File: src/rtl/fp16_pkg.sv
// Shared FP16 definitions: encodings, operand struct, accumulator FSM states
// and a leading-zero counter for the 14-bit working significand.
package fp16_pkg;

    localparam logic [15:0] FP16_QNAN   = 16'h7FFF;
    localparam logic [15:0] FP16_PINF   = 16'h7C00;
    localparam logic [15:0] FP16_NZERO  = 16'h8000;
    localparam logic [15:0] FP16_MAXF   = 16'h7BFF;
    localparam int          FP16_BIAS   = 15;
    localparam int          FP16_EXP_W  = 5;
    localparam int          FP16_FRAC_W = 10;

    typedef struct packed {
        logic                   sign;
        logic [FP16_EXP_W-1:0]  exp;
        logic [FP16_FRAC_W-1:0] frac;
    } fp16_t;

    typedef enum logic [2:0] {
        S_ACCEPT,
        S_ALIGN,
        S_ADD,
        S_NORM,
        S_OUT
    } acc_state_e;

    // Leading zeros of a 14-bit value; 14 when the value is zero.
    function automatic logic [3:0] lzc14(input logic [13:0] v);
        logic [3:0] n;
        n = 4'd14;
        for (int i = 0; i < 14; i++)
            if (v[i]) n = 4'(13 - i);
        return n;
    endfunction

endpackage

File: src/rtl/fp16_align_shift.sv
// Right-aligns an 11-bit significand into {sig, G, R, S}; every bit shifted
// past S is OR-ed into S. Shifts of 14 or more leave only the sticky bit.
module fp16_align_shift (
    input  logic [10:0] sig,
    input  logic [4:0]  shamt,
    output logic [13:0] sig_out
);

    logic [13:0] ext;
    logic [13:0] shifted;
    logic [13:0] mask;

    // Shift with sticky collection of the dropped bits.
    always_comb begin
        ext     = {sig, 3'b000};
        shifted = ext >> shamt;
        mask    = (14'd1 << shamt) - 14'd1;
        if (shamt >= 5'd14)
            sig_out = {13'd0, |sig};
        else
            sig_out = {shifted[13:1], shifted[0] | (|(ext & mask))};
    end

endmodule

File: src/rtl/fp16_accumulator.sv
// FP16 group accumulator: each element takes ALIGN, ADD and NORM/ROUND
// cycles (RNE, subnormals, sticky NaN). A group ends on in_last and the sum
// is held on out_data until out_ready.
// Build option FP16_ACC_SAT_EN: finite overflow saturates to max finite
// instead of producing Inf.
module fp16_accumulator
    import fp16_pkg::*;
#(
    parameter int CNT_W = 8
) (
    input  logic             clk,
    input  logic             rstn,
    input  logic             in_valid,
    output logic             in_ready,
    input  logic [15:0]      in_data,
    input  logic             in_last,
    output logic             out_valid,
    input  logic             out_ready,
    output logic [15:0]      out_data,
    output logic [CNT_W-1:0] out_count
);

`ifdef FP16_ACC_SAT_EN
    localparam logic [14:0] OVF_MAG = FP16_MAXF[14:0];
`else
    localparam logic [14:0] OVF_MAG = FP16_PINF[14:0];
`endif

    acc_state_e       state;
    logic [15:0]      acc;
    fp16_t            in_reg;
    logic             last_r;
    logic [CNT_W-1:0] count;

    // ALIGN -> ADD registers
    logic             al_sign, al_sub, spec_en;
    logic [15:0]      spec_val;
    logic [4:0]       al_exp;
    logic [13:0]      al_a, al_b;
    // ADD -> NORM register
    logic [14:0]      sum;

    assign in_ready = (state == S_ACCEPT);

    // ALIGN: order operands by magnitude and classify specials.
    fp16_t       op_x, op_y, op_a, op_b;
    logic [4:0]  exp_a_eff, exp_b_eff, shamt;
    logic [13:0] b_aligned;
    logic        x_nan, y_nan, x_inf, y_inf;
    logic        sp_en;
    logic [15:0] sp_val;

    always_comb begin
        op_x = acc;
        op_y = in_reg;
        if ({op_y.exp, op_y.frac} > {op_x.exp, op_x.frac}) begin
            op_a = op_y;
            op_b = op_x;
        end else begin
            op_a = op_x;
            op_b = op_y;
        end
        exp_a_eff = (op_a.exp == 5'd0) ? 5'd1 : op_a.exp;
        exp_b_eff = (op_b.exp == 5'd0) ? 5'd1 : op_b.exp;
        shamt     = exp_a_eff - exp_b_eff;

        x_nan  = (&op_x.exp) && (|op_x.frac);
        y_nan  = (&op_y.exp) && (|op_y.frac);
        x_inf  = (&op_x.exp) && !(|op_x.frac);
        y_inf  = (&op_y.exp) && !(|op_y.frac);
        sp_en  = 1'b1;
        sp_val = FP16_QNAN;
        if (x_nan || y_nan)
            sp_val = FP16_QNAN;
        else if (x_inf && y_inf)
            sp_val = (op_x.sign != op_y.sign) ? FP16_QNAN : acc;
        else if (x_inf)
            sp_val = acc;
        else if (y_inf)
            sp_val = in_reg;
        else
            sp_en = 1'b0;
    end

    fp16_align_shift u_align (
        .sig     ({op_b.exp != 5'd0, op_b.frac}),
        .shamt   (shamt),
        .sig_out (b_aligned)
    );

    // NORM/ROUND: normalise the raw sum, round to nearest even, encode.
    logic [3:0]  lz;
    logic [4:0]  lshift;
    logic [13:0] n_sig;
    logic [5:0]  n_exp, e_fin;
    logic        inc;
    logic [11:0] m;
    logic [15:0] norm_res;

    always_comb begin
        lz     = lzc14(sum[13:0]);
        lshift = 5'd0;
        if (sum[14]) begin
            n_sig = {sum[14:2], sum[1] | sum[0]};
            n_exp = {1'b0, al_exp} + 6'd1;
        end else begin
            // Stop at exp 1 so results below the normal range stay subnormal.
            lshift = ({1'b0, lz} < (al_exp - 5'd1)) ? {1'b0, lz} : (al_exp - 5'd1);
            n_sig  = sum[13:0] << lshift;
            n_exp  = {1'b0, al_exp} - {1'b0, lshift};
        end
        inc = n_sig[2] & (n_sig[1] | n_sig[0] | n_sig[3]);
        m   = {1'b0, n_sig[13:3]} + {11'd0, inc};
        if (m[11])
            e_fin = n_exp + 6'd1;
        else if (m[10])
            e_fin = n_exp;
        else
            e_fin = 6'd0;

        if (spec_en)
            norm_res = spec_val;
        else if (al_sub && (sum == 15'd0))
            norm_res = 16'h0000;
        else if (e_fin >= 6'(2 * FP16_BIAS + 1))
            norm_res = {al_sign, OVF_MAG};
        else
            norm_res = {al_sign, e_fin[4:0], m[11] ? m[10:1] : m[9:0]};
    end

    // Control FSM plus the per-stage datapath registers.
    always_ff @(posedge clk) begin
        if (!rstn) begin
            state     <= S_ACCEPT;
            acc       <= FP16_NZERO;
            out_valid <= 1'b0;
            out_data  <= 16'h0000;
            out_count <= '0;
            count     <= '0;
            in_reg    <= '0;
            last_r    <= 1'b0;
            al_sign   <= 1'b0;
            al_sub    <= 1'b0;
            spec_en   <= 1'b0;
            spec_val  <= 16'h0000;
            al_exp    <= 5'd1;
            al_a      <= '0;
            al_b      <= '0;
            sum       <= '0;
        end else begin
            case (state)
                S_ACCEPT: begin
                    if (in_valid && in_ready) begin
                        in_reg <= in_data;
                        last_r <= in_last;
                        if (count != '1) count <= count + 1'b1;
                        state  <= S_ALIGN;
                    end
                end
                S_ALIGN: begin
                    al_sign  <= op_a.sign;
                    al_sub   <= op_a.sign ^ op_b.sign;
                    al_exp   <= exp_a_eff;
                    al_a     <= {op_a.exp != 5'd0, op_a.frac, 3'b000};
                    al_b     <= b_aligned;
                    spec_en  <= sp_en;
                    spec_val <= sp_val;
                    state    <= S_ADD;
                end
                S_ADD: begin
                    sum   <= al_sub ? ({1'b0, al_a} - {1'b0, al_b})
                                    : ({1'b0, al_a} + {1'b0, al_b});
                    state <= S_NORM;
                end
                S_NORM: begin
                    acc <= norm_res;
                    if (last_r) begin
                        out_valid <= 1'b1;
                        out_data  <= norm_res;
                        out_count <= count;
                        state     <= S_OUT;
                    end else begin
                        state <= S_ACCEPT;
                    end
                end
                S_OUT: begin
                    if (out_ready) begin
                        acc       <= FP16_NZERO;
                        count     <= '0;
                        out_valid <= 1'b0;
                        state     <= S_ACCEPT;
                    end
                end
                default: state <= S_ACCEPT;
            endcase
        end
    end

endmodule

File: config.mk
export PLATFORM = sky130hd
export DESIGN_NAME = fp16_accumulator
export DESIGN_NICKNAME = d
export VERILOG_FILES = /design/src/rtl/fp16_pkg.sv /design/src/rtl/fp16_align_shift.sv /design/src/rtl/fp16_accumulator.sv
export SDC_FILE = /design/constraint.sdc
export NUM_CORES = 1
export LEC_CHECK = 0
export CORE_ASPECT_RATIO = 0.9
export CORE_UTILIZATION = 65
export DETAILED_ROUTE_END_ITERATION = 7
export GPL_ROUTABILITY_DRIVEN = 0
export PLACE_DENSITY = 0.91
export SYNTH_ARGS = -nofsm -noshare
export SYNTH_HDL_FRONTEND = slang
export SYNTH_SLANG_ARGS = --single-unit
File: constraint.sdc
create_clock -name clk -period 9.9 [get_ports clk]
set_clock_uncertainty 0.15 [all_clocks]
set_input_delay 0.99 -clock clk [delete_from_list [all_inputs] [get_ports clk]]
set_output_delay 0.99 -clock clk [all_outputs]
set_load 0.05 [all_outputs]
-- Word-level counts from Yosys, hierarchy flattened
Cells that the tools add are included.
- add/sub/neg operators: 10
- multipliers: 0
- divide/modulo/power cells: 0
- magnitude comparators: 4
- equality and inequality tests: 10
- shifts and indexed selects: 3
- multiplexer cells: 51
- bitwise operators: 7
- reductions and logical operators: 30
- operators with widths (kind ; count):
    two-way mux 16 bit ; 10
    two-way mux 4 bit ; 13
    one-hot mux 16 bit (2 select lines) ; 1
    two-way mux 15 bit ; 2
    two-way mux 14 bit ; 2
    two-way mux 8 bit ; 3
    OR reduction 10 bit ; 2
    two-way mux 6 bit ; 3
    one-hot mux 8 bit (2 select lines) ; 1
    adder 14 x 14 -> 15 bit ; 1
    > comparator 15 bit ; 1
    zero test 15 bit ; 1
    two-way mux 5 bit ; 3
    one-hot mux 3 bit (5 select lines) ; 1
    subtractor 14 x 14 -> 15 bit ; 1
    AND 14 bit ; 1
    OR reduction 14 bit ; 1
    << shifter 1 x 5 -> 14 bit, first input constant ; 1
    << shifter 14 x 5 -> 14 bit ; 1
    >> shifter 14 x 5 -> 14 bit ; 1
    subtractor 14 x 1 -> 14 bit, second input constant ; 1
    adder 11 x 1 -> 12 bit ; 1
    OR reduction 11 bit ; 1
    zero test 5 bit ; 2
    34 further kinds ; 60
- flip-flop bits (word level): 133
- latch bits: 0
- RAM bits: 0
- ROM bits: 0
- input bits: 21
- memories kept: 0

-- Logic depth before layout (Yosys ltp)
- depth after elaboration: 29
- depth in mapped cells: 27
- gate-level depth less buffers: 24

-- Hierarchy
Synthesis repeated with hierarchy kept, for this count alone.
- cell total of the unflattened synthesis: 1253
- area total of the unflattened synthesis: 10040.9 um^2
- modules (own cells, without submodules) (module ; instances ; cells an instance ; area an instance (um^2) ; seq. area each (um^2)):
    fp16_accumulator ; 1 ; 1165 ; 9318.9 ; 2662.6
    fp16_align_shift ; 1 ; 88 ; 721.9 ; 0.0

-- Worst setup path before layout
OpenSTA, ideal clock, no wires.
- kind: reg-to-reg
- start point: register acc[9]
- end point: register al_b[4]
- library setup time: 60 ps
- data arrival time: 5595 ps
- data required time: 9690 ps
- slack: 4095 ps
- stages on the path, launching flop included: 27
- buffers on the path: 4
- path through: dfxtp_1 > inv_1 > ha_1 > a21o_1 > a21o_1 > a21o_1 > a21o_1 > a21o_1 > a21oi_1 > o21a_1 > a311o_1 > clkbuf_1 > buf_1 > clkbuf_1 > clkbuf_1 > nand2_1 > o211ai_1 > ha_1 > inv_1 > fa_1 > a21o_1 > a21oi_1 > xor2_1 > nand4_1 > or3_1 > nor2_1 > a221o_1
- word-level cells in the longest chain between the ends: 7
- elaborated cells between the ends (all ways): 12
- ends and longest elaborated chain (what ; line ; source):
    start: declaration ; fp16_accumulator.sv:30 ; logic [15:0] acc;
    start signal: assignment ; fp16_accumulator.sv:176 ; acc <= norm_res;
    > comparator 15 bit ; fp16_accumulator.sv:56 ; if ({op_y.exp, op_y.frac} > {op_x.exp, op_x.frac}) begin
    two-way mux 16 bit ; fp16_accumulator.sv:56 ;
    zero test 5 bit (on tied branches) ; fp16_accumulator.sv:63, fp16_accumulator.sv:64 ;
    two-way mux 5 bit (on tied branches) ; fp16_accumulator.sv:63, fp16_accumulator.sv:64 ;
    subtractor 5 bit ; fp16_accumulator.sv:65 ; shamt = exp_a_eff - exp_b_eff;
    >> shifter 14 x 5 -> 14 bit or >= comparator 5 x 4 -> 1 bit (tied branches) ; fp16_align_shift.sv:16, fp16_align_shift.sv:18 ;
    two-way mux 14 bit (*) ; fp16_align_shift.sv:18 ; if (shamt >= 5'd14)
    end signal: assignment ; fp16_accumulator.sv:165 ; al_b <= b_aligned;
    end: declaration ; fp16_accumulator.sv:39 ; logic [13:0] al_a, al_b;
Mark *: on every way between the ends. The rest lies on a longest branch, timed or not.
A chain may end at the register's enable or synchronous reset.

-- Worst setup path in the final report
- start point: register sum[4]
- end point: register acc[4]
- word-level cells in the longest chain between the ends: 25
- elaborated cells between the ends (all ways): 31
- ends and longest elaborated chain (what ; line ; source):
    start: declaration ; fp16_accumulator.sv:41 ; logic [14:0] sum;
    start signal: assignment ; fp16_accumulator.sv:171 ; sum <= al_sub ? ({1'b0, al_a} - {1'b0, al_b})
    two-way mux 4 bit (10 in series) ; fp16_pkg.sv:32 ; if (v[i]) n = 4'(13 - i);
    less-than comparator 4 x 5 -> 1 bit ; fp16_accumulator.sv:108 ; lshift = ({1'b0, lz} < (al_exp - 5'd1)) ? {1'b0, lz} : (al_exp - 5'd1);
    two-way mux 5 bit ; fp16_accumulator.sv:108 ;
    << shifter 14 x 5 -> 14 bit ; fp16_accumulator.sv:109 ; n_sig = sum[13:0] << lshift;
    two-way mux 14 bit ; fp16_accumulator.sv:103 ; if (sum[14]) begin
    OR 1 bit (2 in series) ; fp16_accumulator.sv:112 ; inc = n_sig[2] & (n_sig[1] | n_sig[0] | n_sig[3]);
    AND 1 bit ; fp16_accumulator.sv:112 ;
    adder 11 x 1 -> 12 bit ; fp16_accumulator.sv:113 ; m = {1'b0, n_sig[13:3]} + {11'd0, inc};
    two-way mux 6 bit ; fp16_accumulator.sv:116 ; else if (m[10])
    two-way mux 6 bit ; fp16_accumulator.sv:114 ; if (m[11])
    >= comparator 6 x 5 -> 1 bit ; fp16_accumulator.sv:125 ; else if (e_fin >= 6'(2 * FP16_BIAS + 1))
    two-way mux 15 bit ; fp16_accumulator.sv:125 ;
    two-way mux 16 bit (*) ; fp16_accumulator.sv:123 ; else if (al_sub && (sum == 15'd0))
    two-way mux 16 bit (*) ; fp16_accumulator.sv:121 ; if (spec_en)
    one-hot mux 16 bit (2 select lines) (*) ; fp16_accumulator.sv:151 ; case (state)
Marks and branches as above.

==> flow_summary.ini <==
[outcome]
outcome = complete, no violations

[global_route]
first_global_vias = 9034
grt_antenna_before_repair = 0
grt_use_total_pct = 38.1
grt_first_pass_wirelength_um = 45200
grt_start_max_net_pins = 88
overflow = 0

[timing]
post-route-period-util_pct = 67.8
fin_crit_ns = 6.71
finalMaxSlewViolations = 0
report.final.setup_viol = 0
rsz_0062_raised_after_global_routing = no
totalNegativeSetupSlack_ns = 0
worst_margin_pin_slew_ns = 1.17
maxClockFrequency_mhz = 149
max_slew_margin_pct = 21.6
report.final.hold_viol_count = 0

[setup_path]
cp_cell_sequence = nor2_1, o31a_1, o21ai_1, inv_1, ha_1, nand3_1, or4_4, a211oi_1, o21ai_1, mux2i_1, a222oi_1, a21oi_1, nand2_1, nor3_2, nand3_1, a22o_1, o2111ai_1, a311oi_1
startpoint_type = flip-flop
worstSetupEndpointType = flip-flop
worst-path-max-fanout = 13
crit_type = flip-flop to flip-flop
cp_data_arrival_time_ns = 6.82
cp_slowest_cell = mux2i_1
cp_buf_inv_count = 1
r2r_setup_slack_ns = 3.19
path_delay_family = compound AO/OA/AOI/OAI gates
cp_slowest_stage_delay_ns = 0.84
critPathRequiredTime_ns = 10.00

[floorplan]
die_span_in_x_um = 130
fp.dieArea_mm2 = 0.0152
fp.coreArea_mm2 = 0.0142
rows = 41
die_h_um = 117
ports_placed_on_the_boundary = 47
initial_utilization_pct = 67.4

[power_and_ir_drop]
vdd_drop_max_mv = 0.174
p_total_w = 0.00304
pwr_density_cell_mw_per_mm2 = 286
leakage_power_nw = 4.14

[cells_and_area]
final_layout_size_suffix_gt1_share_pct = 6.60
stdcell_area_mm2 = 0.0106
antenna_diode_count = 0
num-fill-cells = 1035
multi_input_combinational_cell_area_mm2 = 0.00637
seq_cell_area_mm2 = 0.00266
final_nets = 1309
final_core_utilization_pct = 74.9
layout_overhead_on_the_synthesized_area_pct = 11.1

[drt]
wl_per_cell_um = 19.6
route.detailed.vias_per_inst = 6.81
remaining_design_rule_violation_count = 0
final_antenna_net_count = 0
vias_after_detailed_routing = 9780
wirelength_um = 28100
iter_0_drt_violations = 1477
detail_route.first_pass.iterations = 7

[job]
max_cap_violations = 0

[clocking]
max-clock-path-buffers = 2
count_of_clock_tree_sinks = 133
cts_root_buf = clkbuf_16
worst_skew_pair.late_latency_ns = 0.43
clock_pin_slew_of_the_registers_on_the_worst_case_setup_and_hold_paths_ns = 0.07
tritoncts.num_buffers = 17
clock_tree_from_tritoncts = done
post_cts.resized_instances = 0
postCtsSetupRepairBufs = 0
cts_hold_buf = 0
cts_max_level = 4

[synthesis]
synth_area_mm2 = 0.00955
synthesis.nets = 1311
register_area_share_after_synthesis_pct = 27.9
synthesis.area_per_instance_um2 = 7.75
synth.lib_cells_used.distinct = 94
synth-seq-cells = 133
post_synth_inst_count = 1232
synth_top_flop_cell = dfxtp_1
synth_edf_count = 0
ys.warnings.count = 0
synth-async-reset-ratio_pct = 0

[placed_design]
detailed_place.area_mm2 = 0.0100
placement.io_buffers = 46
hpwl_um = 19000

[hold_path]
class_of_the_tightest_hold_or_removal_check = flip-flop to flip-flop
-- logic make-up (layout without fill, tap and decap cells) --
family	count (synthesis)	after routing	synth area share, %
AOI/OAI and AO/OA	382	382	27.4
xor gates and xnor gates	35	35	3.29
adders and majority gates	58	58	7.84
buffers and inverters	133	144	5.48
DFF	133	133	27.9
muxes	80	80	8.65
and+or+nand+nor	411	411	19.5
-- per-stage QoR --
| stage | worst slack, ns | hold slack [ns] | cells |
|---|---|---|---|
| after detailed placement | 3.44 | 0.301 | 1404 |
| after floorplan | 4.10 | 0.282 | 1232 |
| after global routing | 2.81 | 0.339 | 1436 |
| after CTS | 3.42 | 0.309 | 1436 |
| final | 3.19 | 0.309 | 1436 |
| after global placement | 3.64 | 0.292 | 1404 |
-- final timing paths --
check                                                from                         to  cells past startpoint
worst max-delay path                  sum[4]$_SDFFE_PN0P_        acc[4]$_SDFFE_PN0P_                     18
worst min register to register  out_count[3]$_SDFFE_PN0P_  out_count[3]$_SDFFE_PN0P_                      2
worst max register to register        sum[4]$_SDFFE_PN0P_        acc[4]$_SDFFE_PN0P_                     18
worst min-delay path            out_count[3]$_SDFFE_PN0P_  out_count[3]$_SDFFE_PN0P_                      2
-- synth_stat cells (all sizes together) (4+ instances only) --
cell type,number,area share (%)
nand2,152,6.0
dfxtp,133,28
nor2,130,5.2
a21oi,113,6.1
mux2i,70,7.5
o21ai,66,3.6
clkbuf,60,2.4
inv,60,2.4
ha,55,7.2
a211oi,33,2.8
nand3,30,1.6
a31oi,24,1.6
nor3,20,1.1
xnor2,20,1.8
o211ai,18,1.4
nand4,15,0.98
xor2,15,1.5
a21o,14,1.1
and2,13,0.85
buf,12,0.72
o21bai,12,0.94
a22oi,11,0.87
o21a,11,0.87
a311oi,10,0.92
mux2,10,1.2
and3,9,0.59
nor2b,8,0.52
nor4,8,0.52
o2111ai,8,0.80
a21boi,5,0.55
o31ai,5,0.54
a221o,4,0.42
a221oi,4,0.50
a22o,4,0.37
a32oi,4,0.52
o31a,4,0.37
or2,4,0.26
-- layout make-up --
class | count | share of cell area [%]
flip-flops and latches | 133 | 25.1
clock buffers | 17 | 4.01
inverters | 61 | 2.16
clock inverters | 15 | 1.71
repair buffers | 51 | 4.70
multi-input cells | 966 | 60.0
well taps | 193 | 2.28
-- where the power goes --
group / total, W / switching [W] / leakage, nW / internal (W)
combinational: 0.00176 / 0.00111 / 2.77 / 0.000643
sequential: 0.000632 / 0.0000595 / 1.08 / 0.000573
clock: 0.000647 / 0.000285 / 0.295 / 0.000362
-- worst reg2reg max path, cell delays in order (launching register included) --
cell,delay [ns]
dfxtp_1,0.56
nor2_1,0.11
o31a_1,0.14
o21ai_1,0.29
inv_1,0.10
ha_1,0.32
nand3_1,0.12
or4_4,0.52
a211oi_1,0.33
o21ai_1,0.22
mux2i_1,0.84
a222oi_1,0.36
a21oi_1,0.72
nand2_1,0.25
nor3_2,0.53
nand3_1,0.14
a22o_1,0.37
o2111ai_1,0.33
a311oi_1,0.15
-- cell usage in the layout, fill, tap and decap left out, types with 10 or more instances in the layout --
cell type	netlist	final
nor3_1	19	19
o21a_1	11	11
o21ai_0	53	53
and2_1	13	13
a21oi_1	111	111
o211ai_1	18	18
mux2i_1	69	69
mux2_2	10	10
o21bai_1	12	12
a211oi_1	31	31
a21o_1	14	14
nand4_1	15	15
nor2_1	128	128
dfxtp_1	133	133
xnor2_1	20	20
a311oi_1	10	10
xor2_1	14	14
inv_1	60	60
ha_1	55	55
a22oi_1	11	11
nand3_1	29	29
o21ai_1	11	11
a31oi_1	24	24
nand2_1	151	151
clkbuf_16	0	17
clkdlybuf4s50_1	0	46
-- metal layers --
layer / vias to the layer above / GRT usage, % / wire length, µm
met5: - / 0 / 0
met4: 0 / 21.9 / 1490
met3: 156 / 8.32 / 2890
met2: 652 / 60.4 / 12500
met1: 4497 / 48.3 / 11200
li1: 4475 / - / -
No activity file was read; power rests on OpenSTA's default activity.
